[config.mk]
export PLATFORM = sky130hd
export DESIGN_NAME = sa_feeder_flat
export DESIGN_NICKNAME = d
export VERILOG_FILES = /design/src/rtl/sa_feeder_if.sv /design/src/rtl/sa_feeder.sv /design/src/flat_wrapper.sv
export SDC_FILE = /design/constraint.sdc
export NUM_CORES = 1
export LEC_CHECK = 0
export ABC_AREA = 1
export ABC_CLOCK_PERIOD_IN_PS = 14900
export CAP_MARGIN = 25
export CORE_ASPECT_RATIO = 0.8
export CORE_MARGIN = 10
export CORE_UTILIZATION = 25
export CTS_CLUSTER_SIZE = 20
export DETAILED_ROUTE_END_ITERATION = 8
export GPL_ROUTABILITY_DRIVEN = 0
export PLACE_DENSITY = 0.52
export SETUP_SLACK_MARGIN = 0.1
export SLEW_MARGIN = 20
export SYNTH_ARGS = -nofsm -noshare
export SYNTH_HDL_FRONTEND = slang
export SYNTH_SLANG_ARGS = --single-unit
[constraint.sdc]
create_clock -name clk -period 14.9 [get_ports clk]
set_input_delay 2.98 -clock clk [delete_from_list [all_inputs] [get_ports clk]]
set_output_delay 2.98 -clock clk [all_outputs]
set_load 0.02 [all_outputs]
[src/rtl/sa_feeder_if.sv]
// sa_feeder_if: weight-row and activation-vector valid/ready streams feeding
// the systolic-array edge driver.
//   w_valid/w_ready/w_row : one weight row per beat, lane c -> column c
//   a_valid/a_ready/a_vec : one activation vector per beat, lane r -> row r
// master = producer of rows/vectors, slave = sa_feeder.
interface sa_feeder_if #(
  parameter int unsigned DATA_WIDTH = 8,
  parameter int unsigned ROWS       = 4,
  parameter int unsigned COLS       = 4
) ();

  logic                       w_valid;
  logic                       w_ready;
  logic [COLS*DATA_WIDTH-1:0] w_row;
  logic                       a_valid;
  logic                       a_ready;
  logic [ROWS*DATA_WIDTH-1:0] a_vec;

  modport master (
    output w_valid, w_row, a_valid, a_vec,
    input  w_ready, a_ready
  );

  modport slave (
    input  w_valid, w_row, a_valid, a_vec,
    output w_ready, a_ready
  );

endinterface

[src/rtl/sa_feeder.sv]
// sa_feeder: edge driver for a weight-stationary systolic array.
// Loads ROWS weight rows into the top edge, then streams N activation vectors
// into the left edge with a per-row skew, followed by a zero drain, and flags
// when each column's bottom partial sum is a finished result.
// Ports:
//   clk, rst        : clock, asynchronous active-high reset
//   start_i         : job start pulse (ignored while busy_o)
//   load_w_i        : load weights before compute (latched at start)
//   num_vec_i       : vector count N (latched at start)
//   busy_o, done_o  : job in flight / one-cycle end-of-job pulse
//   mode_ctrl_o     : PE mode broadcast (00 freeze, 01 load, 10 compute)
//   weight_top_o    : weights into row 0
//   data_left_o     : skewed activations into column 0
//   res_valid_o     : per-column result-valid strobe
//   bus             : weight/activation streams (slave side)
module sa_feeder #(
  parameter int unsigned DATA_WIDTH = 8,
  parameter int unsigned ROWS       = 4,
  parameter int unsigned COLS       = 4,
  parameter int unsigned CNT_WIDTH  = 16
) (
  input  logic                       clk,
  input  logic                       rst,
  input  logic                       start_i,
  input  logic                       load_w_i,
  input  logic [CNT_WIDTH-1:0]       num_vec_i,
  output logic                       busy_o,
  output logic                       done_o,
  output logic [1:0]                 mode_ctrl_o,
  output logic [COLS*DATA_WIDTH-1:0] weight_top_o,
  output logic [ROWS*DATA_WIDTH-1:0] data_left_o,
  output logic [COLS-1:0]            res_valid_o,
  sa_feeder_if.slave                 bus
);

  localparam int unsigned KW  = CNT_WIDTH + 1;
  localparam int unsigned WCW = $clog2(ROWS) + 1;
  localparam int unsigned WW  = COLS * DATA_WIDTH;
  localparam int unsigned VW  = ROWS * DATA_WIDTH;

  localparam logic [1:0] M_IDLE = 2'b00;
  localparam logic [1:0] M_LOAD = 2'b01;
  localparam logic [1:0] M_COMP = 2'b10;

  typedef enum logic [1:0] {S_IDLE, S_LOAD, S_COMPUTE, S_DONE} state_t;

  state_t               state_q, state_d;
  logic [CNT_WIDTH-1:0] n_q, n_d;
  logic [KW-1:0]        k_q, k_d;
  logic [WCW-1:0]       wcnt_q, wcnt_d;
  logic [1:0]           mode_q, mode_d;
  logic [WW-1:0]        wt_q, wt_d;
  logic [COLS-1:0]      rv_q, rv_d;
  logic                 done_q, done_d;
  logic                 busy_q, busy_d;

  logic                 feed;
  logic                 step;
  logic [KW-1:0]        last_k;
  logic [VW-1:0]        in_vec;

  // feed: still taking real vectors; afterwards every compute cycle is a drain step
  assign feed    = (k_q < KW'(n_q));
  assign last_k  = KW'(n_q) + KW'(ROWS + COLS - 2);
  assign step    = (state_q == S_COMPUTE) && (!feed || bus.a_valid);
  assign in_vec  = feed ? bus.a_vec : '0;

  assign bus.w_ready = (state_q == S_LOAD);
  assign bus.a_ready = (state_q == S_COMPUTE) && feed;

  assign busy_o       = busy_q;
  assign done_o       = done_q;
  assign mode_ctrl_o  = mode_q;
  assign weight_top_o = wt_q;
  assign res_valid_o  = rv_q;

  // State and output registers
  always_ff @(posedge clk or posedge rst) begin
    if (rst) begin
      state_q <= S_IDLE;
      n_q     <= '0;
      k_q     <= '0;
      wcnt_q  <= '0;
      mode_q  <= M_IDLE;
      wt_q    <= '0;
      rv_q    <= '0;
      done_q  <= 1'b0;
      busy_q  <= 1'b0;
    end else begin
      state_q <= state_d;
      n_q     <= n_d;
      k_q     <= k_d;
      wcnt_q  <= wcnt_d;
      mode_q  <= mode_d;
      wt_q    <= wt_d;
      rv_q    <= rv_d;
      done_q  <= done_d;
      busy_q  <= busy_d;
    end
  end

  // Next state and next registered outputs.
  // S_DONE is the cycle showing the last array activity; done pulses after it.
  always_comb begin
    state_d = state_q;
    n_d     = n_q;
    k_d     = k_q;
    wcnt_d  = wcnt_q;
    mode_d  = M_IDLE;
    wt_d    = wt_q;
    rv_d    = '0;
    done_d  = 1'b0;

    case (state_q)
      S_IDLE: begin
        // done_q marks the end-of-job cycle, during which start is still ignored
        if (start_i && !done_q) begin
          n_d    = num_vec_i;
          k_d    = '0;
          wcnt_d = '0;
          if (load_w_i)              state_d = S_LOAD;
          else if (num_vec_i != '0)  state_d = S_COMPUTE;
          else                       state_d = S_DONE;
        end
      end
      S_LOAD: begin
        if (bus.w_valid) begin
          wt_d   = bus.w_row;
          mode_d = M_LOAD;
          if (wcnt_q == WCW'(ROWS - 1)) state_d = (n_q != '0) ? S_COMPUTE : S_DONE;
          else                          wcnt_d  = wcnt_q + WCW'(1);
        end
      end
      S_COMPUTE: begin
        if (step) begin
          mode_d = M_COMP;
          // column c finishes vector k-ROWS-c on this array cycle
          for (int unsigned c = 0; c < COLS; c++) begin
            rv_d[c] = (k_q >= KW'(ROWS + c)) && (k_q < KW'(n_q) + KW'(ROWS + c));
          end
          if (k_q == last_k) state_d = S_DONE;
          else               k_d     = k_q + KW'(1);
        end
      end
      S_DONE: begin
        state_d = S_IDLE;
        done_d  = 1'b1;
      end
      default: state_d = S_IDLE;
    endcase

    busy_d = (state_d != S_IDLE) || done_d;
  end

  // Per-row skew: row r delays its lane by r extra steps; the top slot drives the array
  for (genvar r = 0; r < ROWS; r++) begin : g_skew
    localparam int unsigned SW = (r + 1) * DATA_WIDTH;
    logic [SW-1:0] sh_q;

    always_ff @(posedge clk or posedge rst) begin
      if (rst)       sh_q <= '0;
      else if (step) sh_q <= SW'({sh_q, in_vec[r*DATA_WIDTH +: DATA_WIDTH]});
    end

    assign data_left_o[r*DATA_WIDTH +: DATA_WIDTH] = sh_q[SW-1 -: DATA_WIDTH];
  end

endmodule

[src/flat_wrapper.sv]
// flat-port wrapper written by rule: the top's interface ports become plain ports
module sa_feeder_flat 
#(
  parameter int unsigned DATA_WIDTH = 8,
  parameter int unsigned ROWS       = 4,
  parameter int unsigned COLS       = 4,
  parameter int unsigned CNT_WIDTH  = 16
)
  (clk, rst, start_i, load_w_i, num_vec_i, busy_o, done_o, mode_ctrl_o, weight_top_o, data_left_o, res_valid_o, bus_w_valid, bus_w_row, bus_a_valid, bus_a_vec, bus_w_ready, bus_a_ready);
  sa_feeder_if #(.DATA_WIDTH(DATA_WIDTH), .ROWS(ROWS), .COLS(COLS)) bus_i ();
  input  logic clk;
  input  logic rst;
  input  logic start_i;
  input  logic load_w_i;
  input  logic [CNT_WIDTH-1:0] num_vec_i;
  output logic busy_o;
  output logic done_o;
  output logic [1:0] mode_ctrl_o;
  output logic [COLS*DATA_WIDTH-1:0] weight_top_o;
  output logic [ROWS*DATA_WIDTH-1:0] data_left_o;
  output logic [COLS-1:0] res_valid_o;
  input wire logic [$bits(bus_i.w_valid)-1:0] bus_w_valid;
  input wire logic [$bits(bus_i.w_row)-1:0] bus_w_row;
  input wire logic [$bits(bus_i.a_valid)-1:0] bus_a_valid;
  input wire logic [$bits(bus_i.a_vec)-1:0] bus_a_vec;
  output wire logic [$bits(bus_i.w_ready)-1:0] bus_w_ready;
  output wire logic [$bits(bus_i.a_ready)-1:0] bus_a_ready;
  assign bus_i.w_valid = bus_w_valid;
  assign bus_i.w_row = bus_w_row;
  assign bus_i.a_valid = bus_a_valid;
  assign bus_i.a_vec = bus_a_vec;
  assign bus_w_ready = bus_i.w_ready;
  assign bus_a_ready = bus_i.a_ready;
  sa_feeder #(.DATA_WIDTH(DATA_WIDTH), .ROWS(ROWS), .COLS(COLS), .CNT_WIDTH(CNT_WIDTH)) u_core (.clk(clk), .rst(rst), .start_i(start_i), .load_w_i(load_w_i), .num_vec_i(num_vec_i), .busy_o(busy_o), .done_o(done_o), .mode_ctrl_o(mode_ctrl_o), .weight_top_o(weight_top_o), .data_left_o(data_left_o), .res_valid_o(res_valid_o), .bus(bus_i));
endmodule
# == Word level (Yosys, flattened, before mapping) ==
# Index checks and enable logic that the tools add are counted.
# W data, S select, Z words.
# totals
output_inout_bits,74
in_bits,86
romBits,0
regBits,158
n_memories,0
word_cells,83
latch_bits,0
ramBits,0
# op_classes
multipliers,0
n_shift,0
n_mux,24
n_addsub,6
n_reduce_logical,21
n_eq_ne,10
magnitude_cmp,9
n_bitwise,0
n_div,0
# ops
operator,n
$add A16 B3 Y17 const B,4
$ge A17 B3 Y1 const B,4
$lt A17 B17 Y1,4
$mux W17,3
$pmux W17 S2,1
$mux W32,1
$reduce_bool A16 Y1,2
$add A17 B1 Y17 const B,1
$eq A17 B17 Y1,1
$lt A17 B16 Y1,1
$mux W2,7
$mux W3,3
$mux W4,2
$pmux W2 S4,1
$reduce_and A4 Y1,2
$logic_and A1 B1 Y1,7
$ne A2 B2 Y1 const B,3
$pmux W3 S2,1
$reduce_bool A2 Y1,3
$eq A2 B2 Y1 const B,2
$mux W1,4
$ne A2 B1 Y1 const B,2
$pmux W2 S2,1
$reduce_and A2 Y1,2
other kinds (6),8

# == Depth between registers and ports, before layout ==
# Gate-level depths: netlist of the first run.
# depth
ltp_word,8
depth_mapped,19
depth_no_buf,18

# == Worst setup path after synthesis of the first run ==
# No wires, ideal clock.
# synth_timing
kind,register to output
start,reg u_core.n_q[14]
end,out bus_a_ready
path_buffers,1
required_ns,11.920
setup_slack_ns,10.141
stages_incl_launch_ff,11
arrival_time_ns,1.779
cell_sequence,dfrtp_1 -> clkinv_1 -> ha_1 -> nand2_1 -> inv_1 -> a21oi_2 -> nand2_1 -> nor2_4 -> nand2_1 -> nor2_4 -> buf_2
# synth_via
elab_chain_cells,2
# synth_lines
element,line,source
"start, declared",sa_feeder.sv:48,"logic [CNT_WIDTH-1:0] n_q, n_d;"
"start signal, assigned",sa_feeder.sv:91,n_q <= n_d;
$lt A17 B16 Y1,sa_feeder.sv:63,assign feed = (k_q < KW'(n_q));
$logic_and A1 B1 Y1,sa_feeder.sv:69,assign bus.a_ready = (state_q == S_COMPUTE) && feed;
"end, declared",flat_wrapper.sv:27,output wire logic [$bits(bus_i.a_ready)-1:0] bus_a_ready;
# Every way passes these cells.

# == Worst setup path after layout of the first run ==
# layout_timing
start,reg u_core.state_q[0]
end,out bus_a_ready
# layout_via
elab_chain_cells,2
# layout_lines
element,line,source
"start, declared",sa_feeder.sv:47,"state_t state_q, state_d;"
"start signal, assigned",sa_feeder.sv:90,state_q <= state_d;
$eq A2 B2 Y1,sa_feeder.sv:69,
$logic_and A1 B1 Y1,sa_feeder.sv:69,
# Every way passes these cells.

==> impl_metrics.yaml, run 1 <==
outcome:
  status: "finished clean"
setup_path:
  critPathLaunchType: "flop"
  critPathBufInv: 3
  critPathTopFamily: "buffers and inverters"
  path_max_fanout: 33
  path_class: "flop to primary output"
  r2r-start: "u_core.n_q[2]"
  path_depth: 5
  cp.required_ns: 11.92
  ff2ff_path_depth: 14
  arrival_ns: 3.71
  end_kind: "primary output"
  worst_path_max_delay_cell: "nor2_4"
  startpoint: "u_core.state_q[0]"
  cp_cell_sequence: "inv_1 > ha_1 > clkinv_1 > nor2_4 > clkdlybuf4s50_1"
  crit_path_max_incr_delay_ns: 0.88
power:
  power.share.clock_pct: 36.3
  p_per_area_nw_per_um2: 96.0
  switchingPower_mw: 0.388
  pwr-share-seq_pct: 41.4
  ir_drop_mv: 0.0651
  comb_power_share_pct: 22.3
  intPower_mw: 0.808
  switching_share_pct: 32.5
  leakagePower_nw: 6.27
synth:
  netlist.top_cell.by_area: "dfrtp_1"
  ys_seq_area_share_pct: 39.5
  synth_cell_types: 39
  synth.most_common_cell: "nand2_1"
  synth.area.top_cells: "dfrtp_1 (40%), nand2_1 (13%), ha_1 (12%)"
  synthFlopType: "dfrtp_1"
  synth_cells: 1256
  ys_top_cells_by_count: "nand2_1 (347), dfrtp_1 (158), inv_1 (114)"
  synth-xor-area-share_pct: 4.99
  yosysWarnings: 0
  muxShareOfSynthArea_pct: 0
  synthAdderAreaFrac_pct: 12.4
  syn_area_um2: 10000
  yosys.area_share.simple_pct: 26.0
  synth_top_family_by_area: "simple AND/OR/NAND/NOR gates"
  ys_ff_latch: 158
  synth-async-reset-ratio_pct: 100
  synth_top_area_share_pct: 39.5
  synth_edf_count: 0
  syn_nets: 1441
  synth_compound_area_share_pct: 8.11
  synth.avg_cell_area_um2: 7.96
cells_and_area:
  post-route-util_pct: 31.6
  layout-drive-gt1-share_pct: 5.12
  layout.nets: 1559
  finalInstanceArea_um2: 12500
  fillers: 4234
  areaGrowthSynthToFinish_pct: 24.6
  antenna_cells: 0
routing:
  met2_length_mm: 13.6
  wl_met1_mm: 15.0
  via_per_inst: 4.44
  drt_iter0_drc: 607
  wl_met3_mm: 1.67
  drc_errors: 0
  wl_per_cell_um: 16.1
  dr.pass1.iters: 5
  ant_nets: 0
  vias: 8531
  highest_layer: "met4"
  drt-total-wl_mm: 30.9
clock_tree:
  clock_latency_ns: 0.45
  cts_tree: "yes"
  clockBufferDepth: 2
  cts_num_sinks: 158
  cts_buffers: 17
  ctsHtreeMaxLevel: 4
  postCtsHoldBufs: 0
  root_buffer: "clkbuf_16"
  postCtsResizedCells: 0
  post_cts_buffers: 0
  path_clk_slew_ns: 0.06
placement:
  placed_area_um2: 11900
  hpwl_mm: 23.6
  port_buffers: 159
  dp_slack_ns: 8.61
timing:
  relSlewSlack_pct: 31.9
  period_share_pct: 44.9
  rsz0062_at_grt: "false"
  fmax_mhz: 149
  drv_slew: 0
  fin_ws_ns: 8.21
  fin_tns_setup_ns: 0
  tightest_slew_ns: 1.02
  fin_crit_ns: 6.69
  hold_violations: 0
  setup_viol: 0
  skew_ns: 0.0164
  hold_ws_ns: 0.472
run:
  maxCapViolCount: 0
die:
  core-area_um2: 39400
  start_util_pct: 25.4
  fp.dieW_um: 244
  num_rows: 65
  io_pins: 160
  die_h_um: 199
  die_area_um2: 48400
global_routing:
  grt_max_degree: 95
  antenna_found_initial: 0
  grt_usage_pct: 12.6
  grt_pass1_vias: 8551
  grt_pass1_wl_mm: 48.5
  grt_overflow_total: 0
hold_path:
  worstHoldStart: "u_core.g_skew[2].sh_q[9]"
  hold_path_class: "flop to flop"
  min_path_cells: 2
[cell type report]
cell class / count / area, um^2 / share of cell area [%]
Tap cell: 536 / 671 / 5.38
Clock buffer: 18 / 429 / 3.44
Sequential cell: 158 / 3950 / 31.7
Clock inverter: 14 / 131 / 1.05
Multi-Input combinational cell: 907 / 5150 / 41.3
Timing Repair Buffer: 164 / 1650 / 13.2
Inverter: 126 / 478 / 3.83
[worst reg2reg max path, stage by stage (launching register included)]
cell and delay, ns:
dfrtp_1 0.46, inv_1 0.22, ha_1 0.28, nor2_1 0.33, nand3_1 0.26, nor2_1 0.25
nand2_1 0.09, xor2_1 0.19, ha_1 0.34, nand4_1 0.10, nor4_1 0.40, nand3_2 0.48
nand3_4 0.37, nand2_1 0.09, nand2_1 0.07
[state kept, by name, summed over array words and instances, names as in the netlist]
name	flops
u_core.k_q	17
u_core.g_skew.sh_q	80
u_core.busy_o	1
u_core.done_o	1
u_core.res_valid_o	4
u_core.mode_ctrl_o	2
u_core.n_q	16
u_core.wcnt_q	3
u_core.weight_top_o	32
u_core.state_q	2
[layer usage]
| layer | GRT usage, % | vias up |
|---|---|---|
| met5 | 0 | - |
| met3 | 3.07 | 38 |
| met2 | 19.1 | 214 |
| met1 | 17.3 | 3981 |
| met4 | 4.18 | 0 |
| li1 | - | 4298 |
[cells in the final DEF, fill, tap and decap left out, types with 37 or more instances in the layout]
master and instances:
nand4_1 37, dfrtp_1 158, nand3_1 68, nand2_1 346, a21oi_1 48, inv_1 113
o21ai_0 69, ha_1 99, xor2_1 54, clkdlybuf4s50_1 159, nor2_1 102
[path summary, 6_finish.rpt]
path | slack, ns | endpoint
setup / recovery | 8.21 | bus_a_ready
min in group asynchronous | 3.08 | u_core.weight_top_o[2]
max in group asynchronous | 10.40 | u_core.g_skew[2].sh_q[16]
hold / removal | 0.47 | u_core.g_skew[2].sh_q[17]
hold reg to reg | 0.47 | u_core.g_skew[2].sh_q[17]
setup reg to reg | 10.91 | u_core.k_q[2]
[through the flow]
stage	std cells	total power [mW]
2_1_floorplan	1256	0.668
3_3_place_gp	1890	0.770
3_5_place_dp	1890	0.773
4_1_cts	1922	1.22
5_1_grt	1923	1.27
6_report	1923	1.20
[logic make-up after synthesis]
group	Yosys count
simple gates	605
buf+inv	191
flops	158
compound gates	146
fa+ha+maj	99
xor+xnor	57
[power groups by stage]
stage | registers [mW] | clock network, mW | logic (mW)
detailed placement | 0.504 | 0 | 0.269
global route | 0.501 | 0.464 | 0.301
global placement | 0.502 | 0 | 0.268
floorplan | 0.503 | 0 | 0.165
CTS | 0.496 | 0.449 | 0.270
finish | 0.496 | 0.434 | 0.267
(Power assumes the default switching activity.)
==> inputs of run 2 (changes only) <==
--- a/config.mk
+++ b/config.mk
@@ -6,7 +6,7 @@
 export NUM_CORES = 1
 export LEC_CHECK = 0
 export ABC_AREA = 1
-export ABC_CLOCK_PERIOD_IN_PS = 14900
+export ABC_CLOCK_PERIOD_IN_PS = 6100
 export CAP_MARGIN = 25
 export CORE_ASPECT_RATIO = 0.8
 export CORE_MARGIN = 10
@@ -14,7 +14,7 @@
 export CTS_CLUSTER_SIZE = 20
 export DETAILED_ROUTE_END_ITERATION = 8
 export GPL_ROUTABILITY_DRIVEN = 0
-export PLACE_DENSITY = 0.52
+export PLACE_DENSITY = 0.54
 export SETUP_SLACK_MARGIN = 0.1
 export SLEW_MARGIN = 20
 export SYNTH_ARGS = -nofsm -noshare
==> constraint.sdc (replaced) <==
create_clock -name clk -period 6.1 [get_ports clk]
set_input_delay 1.22 -clock clk [delete_from_list [all_inputs] [get_ports clk]]
set_output_delay 1.22 -clock clk [all_outputs]
set_load 0.02 [all_outputs]
==> run 2 against run 1 <==
Compared with the run above:
- utilization increased by 0.16 points
- worst setup slack lost 6.7 ns
- routed wire length decreased by 1.5%
- clock-buffer cell count is the same
- register-to-register slack got worse by 8.7 ns
- sequential cell count stayed put
- power rose to 2.5 times the previous value
- largest cell class unchanged
- highest routed layer unchanged
==> impl_metrics.yaml, run 2 (synthesis gave the netlist of run 1 again) <==
cells_and_area:
  layout_common_cells: "nand2_1 (346), clkdlybuf4s50_1 (159), dfrtp_1 (158), inv_1 (113), nor2_1 (102)"
  fillers: 4183
  areaGrowthSynthToFinish_pct: 25.3
  regMostFlops: "u_core.g_skew.sh_q"
  antenna_cells: 0
  largest_reg_flops: 80
  layout.nets: 1560
  post-route-util_pct: 31.8
  layout-drive-gt1-share_pct: 5.19
  finalInstanceArea_um2: 12500
  stdcell_count: 1924
  layout_commonest_cell: "nand2_1"
timing:
  period_share_pct: 75.3
  tightest_slew_ns: 0.982
  rsz0062_at_grt: "false"
  hold_violations: 0
  skew_ns: 0.0221
  drv_slew: 0
  setup_viol: 0
  relSlewSlack_pct: 34.5
  fin_crit_ns: 4.60
  fin_tns_setup_ns: 0
  fmax_mhz: 218
routing:
  dr.pass1.iters: 6
  ant_nets: 0
  via_per_inst: 4.50
  vias: 8654
  drt_iter0_drc: 736
  wl_per_cell_um: 15.8
  drc_errors: 0
  drt-total-wl_mm: 30.4
die:
  num_rows: 65
  start_util_pct: 25.4
  die_area_um2: 48400
  core-area_um2: 39400
  io_pins: 160
  fp.dieW_um: 244
  die_h_um: 199
setup_path:
  arrival_ns: 3.38
  endpoint: "bus_a_ready"
  path_max_fanout: 33
  reg2reg_slack_ns: 2.17
  worstReg2RegEnd: "u_core.k_q[9]"
  ff2ff_path_depth: 13
  path_class: "flop to primary output"
  startpoint: "u_core.state_q[0]"
  critPathLaunchType: "flop"
  end_kind: "primary output"
  cp.required_ns: 4.88
  r2r-start: "u_core.n_q[3]"
placement:
  hpwl_mm: 22.8
  placedCellCount: 1891
  placed_area_um2: 11900
  port_buffers: 159
power:
  pwr-share-seq_pct: 40.4
  comb_power_share_pct: 21.7
  power.share.clock_pct: 38.0
  intPower_mw: 2.03
  leakagePower_nw: 6.30
  p_per_area_nw_per_um2: 240
  switchingPower_mw: 0.979
  finalPower_mw: 3.01
  switching_share_pct: 32.6
  ir_drop_mv: 0.116
clock_tree:
  cts_num_sinks: 158
  postCtsResizedCells: 0
  root_buffer: "clkbuf_16"
  cts_tree: "yes"
  clockBufferDepth: 2
  path_clk_slew_ns: 0.07
  post_cts_buffers: 0
  ctsHtreeMaxLevel: 4
  clock_latency_ns: 0.45
  cts_buffers: 17
  postCtsHoldBufs: 0
global_routing:
  grt_overflow_total: 0
  grt_usage_pct: 12.5
  grt_max_degree: 139
  antenna_found_initial: 0
  grt_pass1_wl_mm: 47.9
  grt_pass1_vias: 8522
outcome:
  status: "finished clean"
run:
  maxCapViolCount: 0
hold_path:
  hold_path_class: "flop to flop"
## run 2: worst min path at each step
stage | endpoint | cells past startpoint | from
floorplan | u_core.g_skew[2].sh_q[16] | 2 | u_core.g_skew[2].sh_q[8]
global placement | u_core.g_skew[2].sh_q[16] | 2 | u_core.g_skew[2].sh_q[8]
detailed placement | u_core.g_skew[2].sh_q[21] | 2 | u_core.g_skew[2].sh_q[13]
CTS | u_core.g_skew[2].sh_q[21] | 2 | u_core.g_skew[2].sh_q[13]
global route | u_core.weight_top_o[10] | 2 | u_core.weight_top_o[10]
finish | u_core.g_skew[2].sh_q[21] | 2 | u_core.g_skew[2].sh_q[13]
## run 2: power by group through the flow
| stage | combinational, mW | clock, mW | sequential [mW] |
|---|---|---|---|
| finish | 0.652 | 1.14 | 1.21 |
| global route | 0.740 | 1.22 | 1.23 |
| CTS | 0.657 | 1.18 | 1.21 |
| detailed placement | 0.654 | 0 | 1.23 |
| global placement | 0.649 | 0 | 1.23 |
| floorplan | 0.403 | 0 | 1.23 |
## run 2: metrics by stage
step / worst slack, ns / hold WS, ns
2_1_floorplan: 0.617 / 0.442
3_3_place_gp: 2.00 / 0.455
3_5_place_dp: 1.94 / 0.456
4_1_cts: 1.45 / 0.474
5_1_grt: 1.30 / 0.498
6_report: 1.50 / 0.472
## run 2: critical path, cell delays in order (launching register included)
cell             delay [ns]
dfrtp_1                0.44
inv_1                  0.13
ha_1                   0.41
clkinv_1               0.63
nor2_4                 0.24
buf_4                  0.38
clkdlybuf4s50_1        0.70
## run 2: per-layer routing
layer	GRT usage, %	vias to the layer above	wire length, um	share of wire (%)
li1	-	4289	-	-
met3	3.50	36	2200	7.2
met5	0	-	0	0
met4	3.51	0	486	1.6
met2	19.0	254	13300	44
met1	16.9	4075	14400	47
## run 2: cell type report
type / count / area, um^2 / share of cell area (%)
clock inverter: 14 / 176 / 1.41
tap: 536 / 671 / 5.35
inverter: 126 / 478 / 3.82
multi-input combinational: 907 / 5150 / 41.1
timing repair buffer: 165 / 1670 / 13.3
sequential: 158 / 3950 / 31.6
clock buffer: 18 / 429 / 3.43
==> inputs of run 3 (changes only) <==
--- a/config.mk
+++ b/config.mk
@@ -6,7 +6,7 @@
 export NUM_CORES = 1
 export LEC_CHECK = 0
 export ABC_AREA = 1
-export ABC_CLOCK_PERIOD_IN_PS = 6100
+export ABC_CLOCK_PERIOD_IN_PS = 4100
 export CAP_MARGIN = 25
 export CORE_ASPECT_RATIO = 0.8
 export CORE_MARGIN = 10
==> constraint.sdc (replaced) <==
create_clock -name clk -period 4.1 [get_ports clk]
set_input_delay 0.82 -clock clk [delete_from_list [all_inputs] [get_ports clk]]
set_output_delay 0.82 -clock clk [all_outputs]
set_load 0.02 [all_outputs]
==> run 3 against run 2 <==
Compared with the run above:
- largest power group unchanged
- global-route usage rose by 0.73 points
- clock skew shrank 0.010 ns
- via count rose by 2.0%
- largest cell class unchanged
- utilization grew 0.35 points
- critical path type unchanged
- register-to-register slack lost 1.6 ns
==> impl_metrics.yaml, run 3 (synthesis gave the netlist of run 1 again) <==
outcome:
  status: "finished clean"
routing:
  drc_errors: 0
  dr.pass1.iters: 7
  via_per_inst: 4.54
  drt-total-wl_mm: 32.4
  vias: 8826
  ant_nets: 0
  drt_iter0_drc: 859
  wl_per_cell_um: 16.6
setup_path:
  end_kind: "primary output"
  cp_cell_sequence: "clkinvlp_4 > ha_1 > nand2_1 > nor2_1 > nand3_1 > nor2_2 > nor2_4 > nand2_1 > nor2_4 > clkdlybuf4s50_1"
  critPathTopFamily: "buffers and inverters"
  path_class: "flop to primary output"
  arrival_ns: 3.03
  crit_path_max_incr_delay_ns: 0.65
  path_max_fanout: 7
  critPathLaunchType: "flop"
  worst_path_max_delay_cell: "clkdlybuf4s50_1"
  cp.required_ns: 3.28
  critPathBufInv: 2
placement:
  hpwl_mm: 24.5
  dp_slack_ns: 0.603
  placedCellCount: 1913
  port_buffers: 159
  placed_area_um2: 12100
timing:
  fin_crit_ns: 3.85
  hold_ws_ns: 0.474
  hold_violations: 0
  fin_tns_setup_ns: 0
  relSlewSlack_pct: 37.6
  skew_ns: 0.0121
  period_share_pct: 93.8
  tightest_slew_ns: 0.936
  rsz0062_at_grt: "false"
  fin_ws_ns: 0.254
  fmax_mhz: 260
  setup_viol: 0
  drv_slew: 0
global_routing:
  use_met2_pct: 19.1
  busiest_layer: "met2"
  grt_pass1_wl_mm: 50.5
  grt_overflow_total: 0
  use_met3_pct: 3.95
  grt_pass1_vias: 8616
  met1_usage_pct: 18.7
  antenna_found_initial: 1
  grt_usage_pct: 13.2
  grt_max_degree: 99
cells_and_area:
  layout.nets: 1582
  fillers: 4217
  layout_common_cells: "nand2_1 (347), clkdlybuf4s50_1 (159), dfrtp_1 (157), inv_1 (113), nor2_1 (102)"
  stdcell_count: 1946
  layout_commonest_cell: "nand2_1"
  areaGrowthSynthToFinish_pct: 26.7
  post-route-util_pct: 32.1
  multiInputGateArea_um2: 5150
  antenna_cells: 0
  regMostFlops: "u_core.g_skew.sh_q"
  seq_area_um2: 3960
  finalInstanceArea_um2: 12700
  largest_reg_flops: 80
  layout-drive-gt1-share_pct: 6.74
clock_tree:
  ctsHtreeMaxLevel: 4
  cts_num_sinks: 158
  cts_buffers: 17
  path_clk_slew_ns: 0.07
  cts_tree: "yes"
  root_buffer: "clkbuf_16"
  clock_latency_ns: 0.45
  postCtsHoldBufs: 0
  post_cts_buffers: 0
  postCtsResizedCells: 0
  clockBufferDepth: 2
die:
  io_pins: 160
  num_rows: 65
  fp.dieW_um: 244
  die_h_um: 199
  core-area_um2: 39400
  start_util_pct: 25.4
  die_area_um2: 48400
hold_path:
  hold_path_class: "flop to flop"
power:
  p_per_area_nw_per_um2: 347
  finalPower_mw: 4.39
  ir_drop_mv: 0.191
  leakagePower_nw: 6.38
run:
  maxCapViolCount: 0
-- run 3: path summary, 6_finish.rpt --
kind	from	to	slack, ns	depth (start not counted)
hold / removal	u_core.g_skew[2].sh_q[10]	u_core.g_skew[2].sh_q[18]	0.47	2
setup reg to reg	u_core.n_q[9]	u_core.k_q[9]	0.61	12
setup / recovery	u_core.n_q[5]	bus_a_ready	0.25	10
hold reg to reg	u_core.g_skew[2].sh_q[10]	u_core.g_skew[2].sh_q[18]	0.47	2
min in group asynchronous	rst	u_core.weight_top_o[2]	0.83	3
max in group asynchronous	rst	u_core.g_skew[2].sh_q[2]	2.76	3
-- run 3: power breakdown --
part	total [mW]	switching (mW)	internal (mW)	leakage [nW]
clock network	1.55	0.695	0.855	0.265
registers	1.77	0.0850	1.69	1.97
logic	1.07	0.637	0.432	4.15
total	4.39	1.42	2.97	6.38
-- run 3: worst reg2reg max path, delay by kind of cell, from the launching register on --
family	cells	cell delay, ns
AOI/OAI and AO/OA	1	0.32
xor gates and xnor gates	1	0.13
adders and majority gates	1	0.34
buffers and inverters	2	0.64
DFF	1	0.53
and+or+nand+nor	7	1.41
-- run 3: layout make-up --
cell class	instances	area share, %
tap	536	5.30
inverter	126	3.82
clock buffer	20	3.53
clock inverter	12	0.889
timing repair buffer	187	14.6
sequential	158	31.2
multi-input combinational	907	40.7
-- run 3: metal layers --
| layer | wire (um) | vias to the layer above | part of all wire [%] |
|---|---|---|---|
| met5 | 0 | - | 0 |
| met3 | 2590 | 32 | 8.0 |
| met2 | 13700 | 280 | 42 |
| met1 | 15600 | 4161 | 48 |
| li1 | - | 4353 | - |
| met4 | 396 | 0 | 1.2 |
